===== config.mk =====
export PLATFORM = sky130hd
export DESIGN_NAME = button_conditioner
export DESIGN_NICKNAME = d
export VERILOG_FILES = /design/src/rtl/alarm_clock_pkg.sv /design/src/rtl/button_channel.sv /design/src/rtl/button_conditioner.sv
export SDC_FILE = /design/constraint.sdc
export NUM_CORES = 1
export LEC_CHECK = 0
export CAP_MARGIN = 10
export CORE_MARGIN = 2
export CORE_UTILIZATION = 60
export DETAILED_ROUTE_END_ITERATION = 10
export HOLD_SLACK_MARGIN = 0.12
export PLACE_DENSITY = 0.82
export SLEW_MARGIN = 20
export SYNTH_ARGS = -nofsm -noshare
export SYNTH_HDL_FRONTEND = slang
export SYNTH_HIERARCHICAL = 1
export SYNTH_SLANG_ARGS = --single-unit

===== constraint.sdc =====
create_clock -name clk_in -period 4.8 [get_ports clk_in]
set_input_delay 0.96 -clock clk_in [delete_from_list [all_inputs] [get_ports clk_in]]
set_output_delay 0.96 -clock clk_in [all_outputs]
set_load 0.005 [all_outputs]

===== src/rtl/alarm_clock_pkg.sv =====
// Shared alarm-clock definitions: button channel indices and the
// per-channel auto-repeat state encoding.
package alarm_clock_pkg;

  localparam int BTN_SPARE        = 0;
  localparam int BTN_PLUS_HOUR    = 1;
  localparam int BTN_PLUS_MIN     = 2;
  localparam int BTN_SHOW_SECONDS = 3;

  typedef enum logic [1:0] {
    RS_IDLE,
    RS_DELAY,
    RS_REPEAT
  } rep_state_t;

  function automatic int imax(input int a, input int b);
    return (a > b) ? a : b;
  endfunction

endpackage


===== src/rtl/button_channel.sv =====
// One push-button channel: 2-flop synchroniser, stable-count debounce,
// press strobe and optional hold-to-repeat strobe generation.
module button_channel
  import alarm_clock_pkg::*;
#(
  parameter int DEBOUNCE_CYCLES = 20,
  parameter int REPEAT_DELAY    = 1000,
  parameter int REPEAT_PERIOD   = 200,
  parameter bit REPEAT_EN       = 1'b1
) (
  input  logic i_clk,
  input  logic i_rst,
  input  logic i_btn_n,
  output logic o_pressed,
  output logic o_press_pulse,
  output logic o_step_pulse
);

  localparam int TMR_MAX = imax(REPEAT_DELAY, REPEAT_PERIOD);
  localparam int TW      = $clog2(TMR_MAX + 1);
  localparam int DW      = $clog2(DEBOUNCE_CYCLES + 1);

  localparam logic [DW-1:0] DB_LAST    = DW'(DEBOUNCE_CYCLES - 1);
  localparam logic [TW-1:0] TMR_DELAY  = TW'(REPEAT_DELAY);
  localparam logic [TW-1:0] TMR_PERIOD = TW'(REPEAT_PERIOD);
  localparam logic [TW-1:0] TMR_ONE    = TW'(1);

  logic [1:0]    r_sync;
  logic [DW-1:0] r_db_cnt;
  logic          r_pressed;
  logic          r_press_pulse;
  logic          r_step_pulse;
  rep_state_t    r_state;
  logic [TW-1:0] r_tmr;

  logic          w_diff;
  logic          w_hit;
  logic          w_rise;
  logic          w_fall;
  rep_state_t    w_state_nxt;
  logic [TW-1:0] w_tmr_nxt;
  logic          w_rep;

  // Button is active-low; invert before synchronising so released reads 0.
  always_ff @(posedge i_clk) begin
    if (i_rst) r_sync <= 2'b00;
    else       r_sync <= {r_sync[0], ~i_btn_n};
  end

  assign w_diff = (r_sync[1] != r_pressed);
  assign w_hit  = w_diff && (r_db_cnt == DB_LAST);
  assign w_rise = w_hit && !r_pressed;
  assign w_fall = w_hit &&  r_pressed;

  always_ff @(posedge i_clk) begin
    if (i_rst) begin
      r_db_cnt  <= '0;
      r_pressed <= 1'b0;
    end else if (!w_diff || w_hit) begin
      r_db_cnt  <= '0;
      r_pressed <= r_pressed ^ w_hit;
    end else begin
      r_db_cnt  <= r_db_cnt + DW'(1);
    end
  end

  // Timer is loaded on the edge pressed rises and fires a strobe on the edge
  // it would reach zero, so the first repeat lands REPEAT_DELAY cycles after
  // the press strobe. A release on that same edge suppresses the strobe.
  always_comb begin
    w_state_nxt = r_state;
    w_tmr_nxt   = r_tmr;
    w_rep       = 1'b0;
    case (r_state)
      RS_IDLE: begin
        if (REPEAT_EN && w_rise) begin
          w_state_nxt = RS_DELAY;
          w_tmr_nxt   = TMR_DELAY;
        end
      end
      RS_DELAY, RS_REPEAT: begin
        if (w_fall) begin
          w_state_nxt = RS_IDLE;
          w_tmr_nxt   = '0;
        end else if (r_tmr == TMR_ONE) begin
          w_state_nxt = RS_REPEAT;
          w_tmr_nxt   = TMR_PERIOD;
          w_rep       = 1'b1;
        end else begin
          w_tmr_nxt   = r_tmr - TMR_ONE;
        end
      end
      default: begin
        w_state_nxt = RS_IDLE;
        w_tmr_nxt   = '0;
      end
    endcase
  end

  always_ff @(posedge i_clk) begin
    if (i_rst) begin
      r_state       <= RS_IDLE;
      r_tmr         <= '0;
      r_press_pulse <= 1'b0;
      r_step_pulse  <= 1'b0;
    end else begin
      r_state       <= w_state_nxt;
      r_tmr         <= w_tmr_nxt;
      r_press_pulse <= w_rise;
      r_step_pulse  <= w_rise | w_rep;
    end
  end

  assign o_pressed     = r_pressed;
  assign o_press_pulse = r_press_pulse;
  assign o_step_pulse  = r_step_pulse;

endmodule


===== src/rtl/button_conditioner.sv =====
// Alarm-clock button front end: NUM_BUTTONS independent conditioned channels,
// auto-repeat enabled per channel by REPEAT_MASK.
module button_conditioner
  import alarm_clock_pkg::*;
#(
  parameter int                     NUM_BUTTONS     = 4,
  parameter int                     DEBOUNCE_CYCLES = 20,
  parameter int                     REPEAT_DELAY    = 1000,
  parameter int                     REPEAT_PERIOD   = 200,
  parameter logic [NUM_BUTTONS-1:0] REPEAT_MASK     = 4'b0110
) (
  input  logic                   clk_in,
  input  logic                   reset,
  input  logic [NUM_BUTTONS-1:0] button_n,
  output logic [NUM_BUTTONS-1:0] pressed,
  output logic [NUM_BUTTONS-1:0] press_pulse,
  output logic [NUM_BUTTONS-1:0] step_pulse
);

  for (genvar gi = 0; gi < NUM_BUTTONS; gi++) begin : g_ch
    button_channel #(
      .DEBOUNCE_CYCLES (DEBOUNCE_CYCLES),
      .REPEAT_DELAY    (REPEAT_DELAY),
      .REPEAT_PERIOD   (REPEAT_PERIOD),
      .REPEAT_EN       (REPEAT_MASK[gi])
    ) u_ch (
      .i_clk         (clk_in),
      .i_rst         (reset),
      .i_btn_n       (button_n[gi]),
      .o_pressed     (pressed[gi]),
      .o_press_pulse (press_pulse[gi]),
      .o_step_pulse  (step_pulse[gi])
    );
  end

endmodule

==> flow_metrics.tcl <==
set metrics [dict create \
    crit_chain "clkdlybuf4s50_1" \
    diodes 0 \
    fin_crit_sh 0.475 \
    finalSetupViolations 0 \
    numCtsBuffers 9 \
    ctsResizeCount 0 \
    rows 30 \
    worst-setup-path-type "flip-flop to output pin" \
    nets 500 \
    crit_slowest_cell "clkdlybuf4s50_1" \
    htree_levels 3 \
    drc 0 \
    status "complete, no violations" \
    drtPass1Iterations 4 \
    crit_family "buffers and inverters" \
    place_congestion 0.842 \
    hold_path_class "flip-flop to flip-flop" \
    leakagePower_nw 1.66 \
    cts_root_buf "clkbuf_8" \
    async_flop_share 0 \
    die_w_um 87.5 \
    grt_max_degree 47 \
    boundaryPins 18 \
    ir_drop_uv 196 \
    cts_setup_buffers 0 \
    drt_wl_total_um 7580 \
    core-area_sq_um 6760 \
    start_kind "flip-flop" \
    synth_compound_area_frac 0.150 \
    required_ns 3.84 \
    maxSlewViolCount 0 \
    grt_pass1_vias 3128 \
    worst-path-buf-inv 1 \
    drive_above_1_share 0.0807 \
    synth-simple-area-share 0.276 \
    clock_latency_ns 0.35 \
    yosysWarnings 6 \
    vias_per_cell 5.91 \
    rsz0062_at_grt "no" \
    synth_top_family_by_area "simple AND/OR/NAND/NOR gates" \
    synth_fa_ha_area_frac 0.0479 \
    drv_cap 0 \
    synth.area.top_cells "dfxtp_1 41%, nor2_1 5.2%, ha_1 4.8%, xor2_1 3.6%, xnor2_1 3.1%" \
    slew_headroom 0.438 \
    cp.arrival_ns 1.32 \
    synth.distinct_cells 61 \
    io_buffers 17 \
    via_count 3330 \
    clk_path_buf_depth 2 \
    crit_fanout 5 \
    synth_top_area_cell "dfxtp_1" \
    max_freq_ghz 0.438 \
    grt_pass1_wl_um 13400 \
    area_growth_syn_to_layout_pct 9.67 \
    die-area_sq_um 7650 \
    synth-edff-count 0 \
    place_hpwl_um 5230 \
    synthFlopType "dfxtp_1" \
    post-synth-top-count-cell "dfxtp_1" \
    syn_area_sq_um 4180 \
    worst_pin_slew_ns 0.843 \
    skew_ns 0.00782 \
    start_util 0.619 \
    yosys-mux-area-fraction 0.00958 \
    cts_hold_buf 0 \
    synth-seq-area-share 0.412 \
    cts_tree "built" \
    nFillCells 534 \
    synth_seq_cells 86 \
    critPathMaxStageDelay_ns 0.54 \
    synth_nets 483 \
    finalPower_w 0.00123 \
    synthTopCellsByCount "86 x dfxtp_1, 58 x nor2_1, 24 x inv_1" \
    antenna_found_initial 0 \
    yosysTopAreaCellShare 0.412 \
    end_kind "output pin" \
    fin_crit_ns 2.28 \
    synth_xor_area_frac 0.0670 \
    syn_inst 461 \
    clkTransAtPathRegs_ns 0.08 \
    die_h_um 87.5 \
    tns_ns 0 \
    grt_usage 0.216 \
    ant_nets 0 \
    wl_per_cell_um 13.5 \
    hold_violations 0 \
    overflow 0 \
    avgSynthCellArea_sq_um 9.07 \
    drt_iter0_drc 160 \
    cts.sinks 86 \
    power_density_nw_per_um2 268 \
]
routing by layer:
| metal | vias up | GRT usage | routed length, um |
|---|---|---|---|
| li1 | 1679 | - | - |
| met1 | 1579 | 0.261 | 3440 |
| met2 | 64 | 0.365 | 3730 |
| met3 | 8 | 0.0673 | 338 |
| met4 | 0 | 0.0713 | 76 |
| met5 | - | 0 | 0 |
worst reg2reg max path: stages, from the launching register on:
cell and delay [ns]:
dfxtp_1 0.35, inv_1 0.09, ha_1 0.14, or4b_1 0.50, or3_1 0.51, a21o_1 0.23
a211oi_2 0.20
cell type report:
class	count	area, sq um	area share
timing repair buffer	20	188	0.0409
tap	80	100	0.0218
clock inverter	3	45.0	0.00983
inverter	24	90.1	0.0197
multi-input combinational	337	2300	0.502
sequential	86	1720	0.376
clock buffer	13	139	0.0303
stage by stage:
stage	cell area (sq um)	hold WS, ns	worst slack (ns)	utilization	cells
finish	4580	0.433	2.52	0.679	563
detailed placement	4400	0.424	2.37	0.651	547
global route	4580	0.470	2.43	0.679	563
global placement	4400	0.418	2.44	0.651	547
CTS	4580	0.436	2.50	0.679	563
floorplan	4180	0.414	2.94	-	461
state kept, by name, indices dropped and copies added, names as in the netlist, named ones only:
name                     flops
g_ch.u_ch/r_tmr             40
g_ch.u_ch/r_db_cnt          20
g_ch.u_ch/r_sync             8
g_ch.u_ch/r_state            6
g_ch.u_ch/o_press_pulse      4
g_ch.u_ch/o_step_pulse       4
path summary, 6_finish.rpt:
| kind | cells after the start | slack [ns] | startpoint | to |
|---|---|---|---|---|
| worst max-delay path | 1 | 2.52 | flip-flop | pressed[3] |
| worst min-delay path | 1 | 0.43 | g_ch[3].u_ch/r_sync[0]$_SDFF_PP0_ | g_ch[3].u_ch/r_sync[1]$_SDFF_PP0_ |
| worst max register to register | 6 | 2.70 | g_ch[1].u_ch/r_tmr[1]$_SDFFE_PP0P_ | g_ch[1].u_ch/r_state[0]$_SDFFE_PP0P_ |
| worst min register to register | 1 | 0.43 | g_ch[3].u_ch/r_sync[0]$_SDFF_PP0_ | g_ch[3].u_ch/r_sync[1]$_SDFF_PP0_ |
cell families after synthesis:
| group | count (synthesis) |
|---|---|
| muxes | 4 |
| DFF | 86 |
| xor gates and xnor gates | 32 |
| buffers and inverters | 38 |
| and+or+nand+nor | 197 |
| adders and majority gates | 16 |
| AOI/OAI and AO/OA | 88 |
where the power goes:
part / internal, W / total [W] / leakage, nW / switching [W]
logic: 0.00000969 / 0.0000257 / 0.877 / 0.0000160
clock network: 0.000242 / 0.000485 / 0.0839 / 0.000243
registers: 0.000717 / 0.000719 / 0.694 / 0.00000214
cells in the final DEF (no fill, tap or decap), drive strengths merged, types with 3 or more instances in the layout:
cell type / Yosys / final
nand4b: 7 / 7
xor2: 17 / 17
o21ai: 14 / 14
o31ai: 4 / 4
ha: 16 / 16
mux2i: 4 / 4
nor3b: 3 / 3
a31oi: 10 / 10
or3: 10 / 10
buf: 2 / 4
a311oi: 3 / 3
o211ai: 5 / 5
nand3b: 6 / 6
dfxtp: 86 / 86
inv: 24 / 24
and2b: 4 / 4
nand2: 18 / 18
nor4: 4 / 4
a21oi: 20 / 20
a211oi: 4 / 4
or4: 5 / 5
a21boi: 8 / 8
clkbuf: 12 / 13
xnor2: 15 / 15
nor2b: 11 / 11
nor2: 59 / 59
nor3: 20 / 20
nand3: 17 / 17
clkdlybuf4s50: 0 / 16
nand4: 12 / 12
nand2b: 6 / 6
a21o: 5 / 5
No activity file was read; power rests on OpenSTA's default activity.
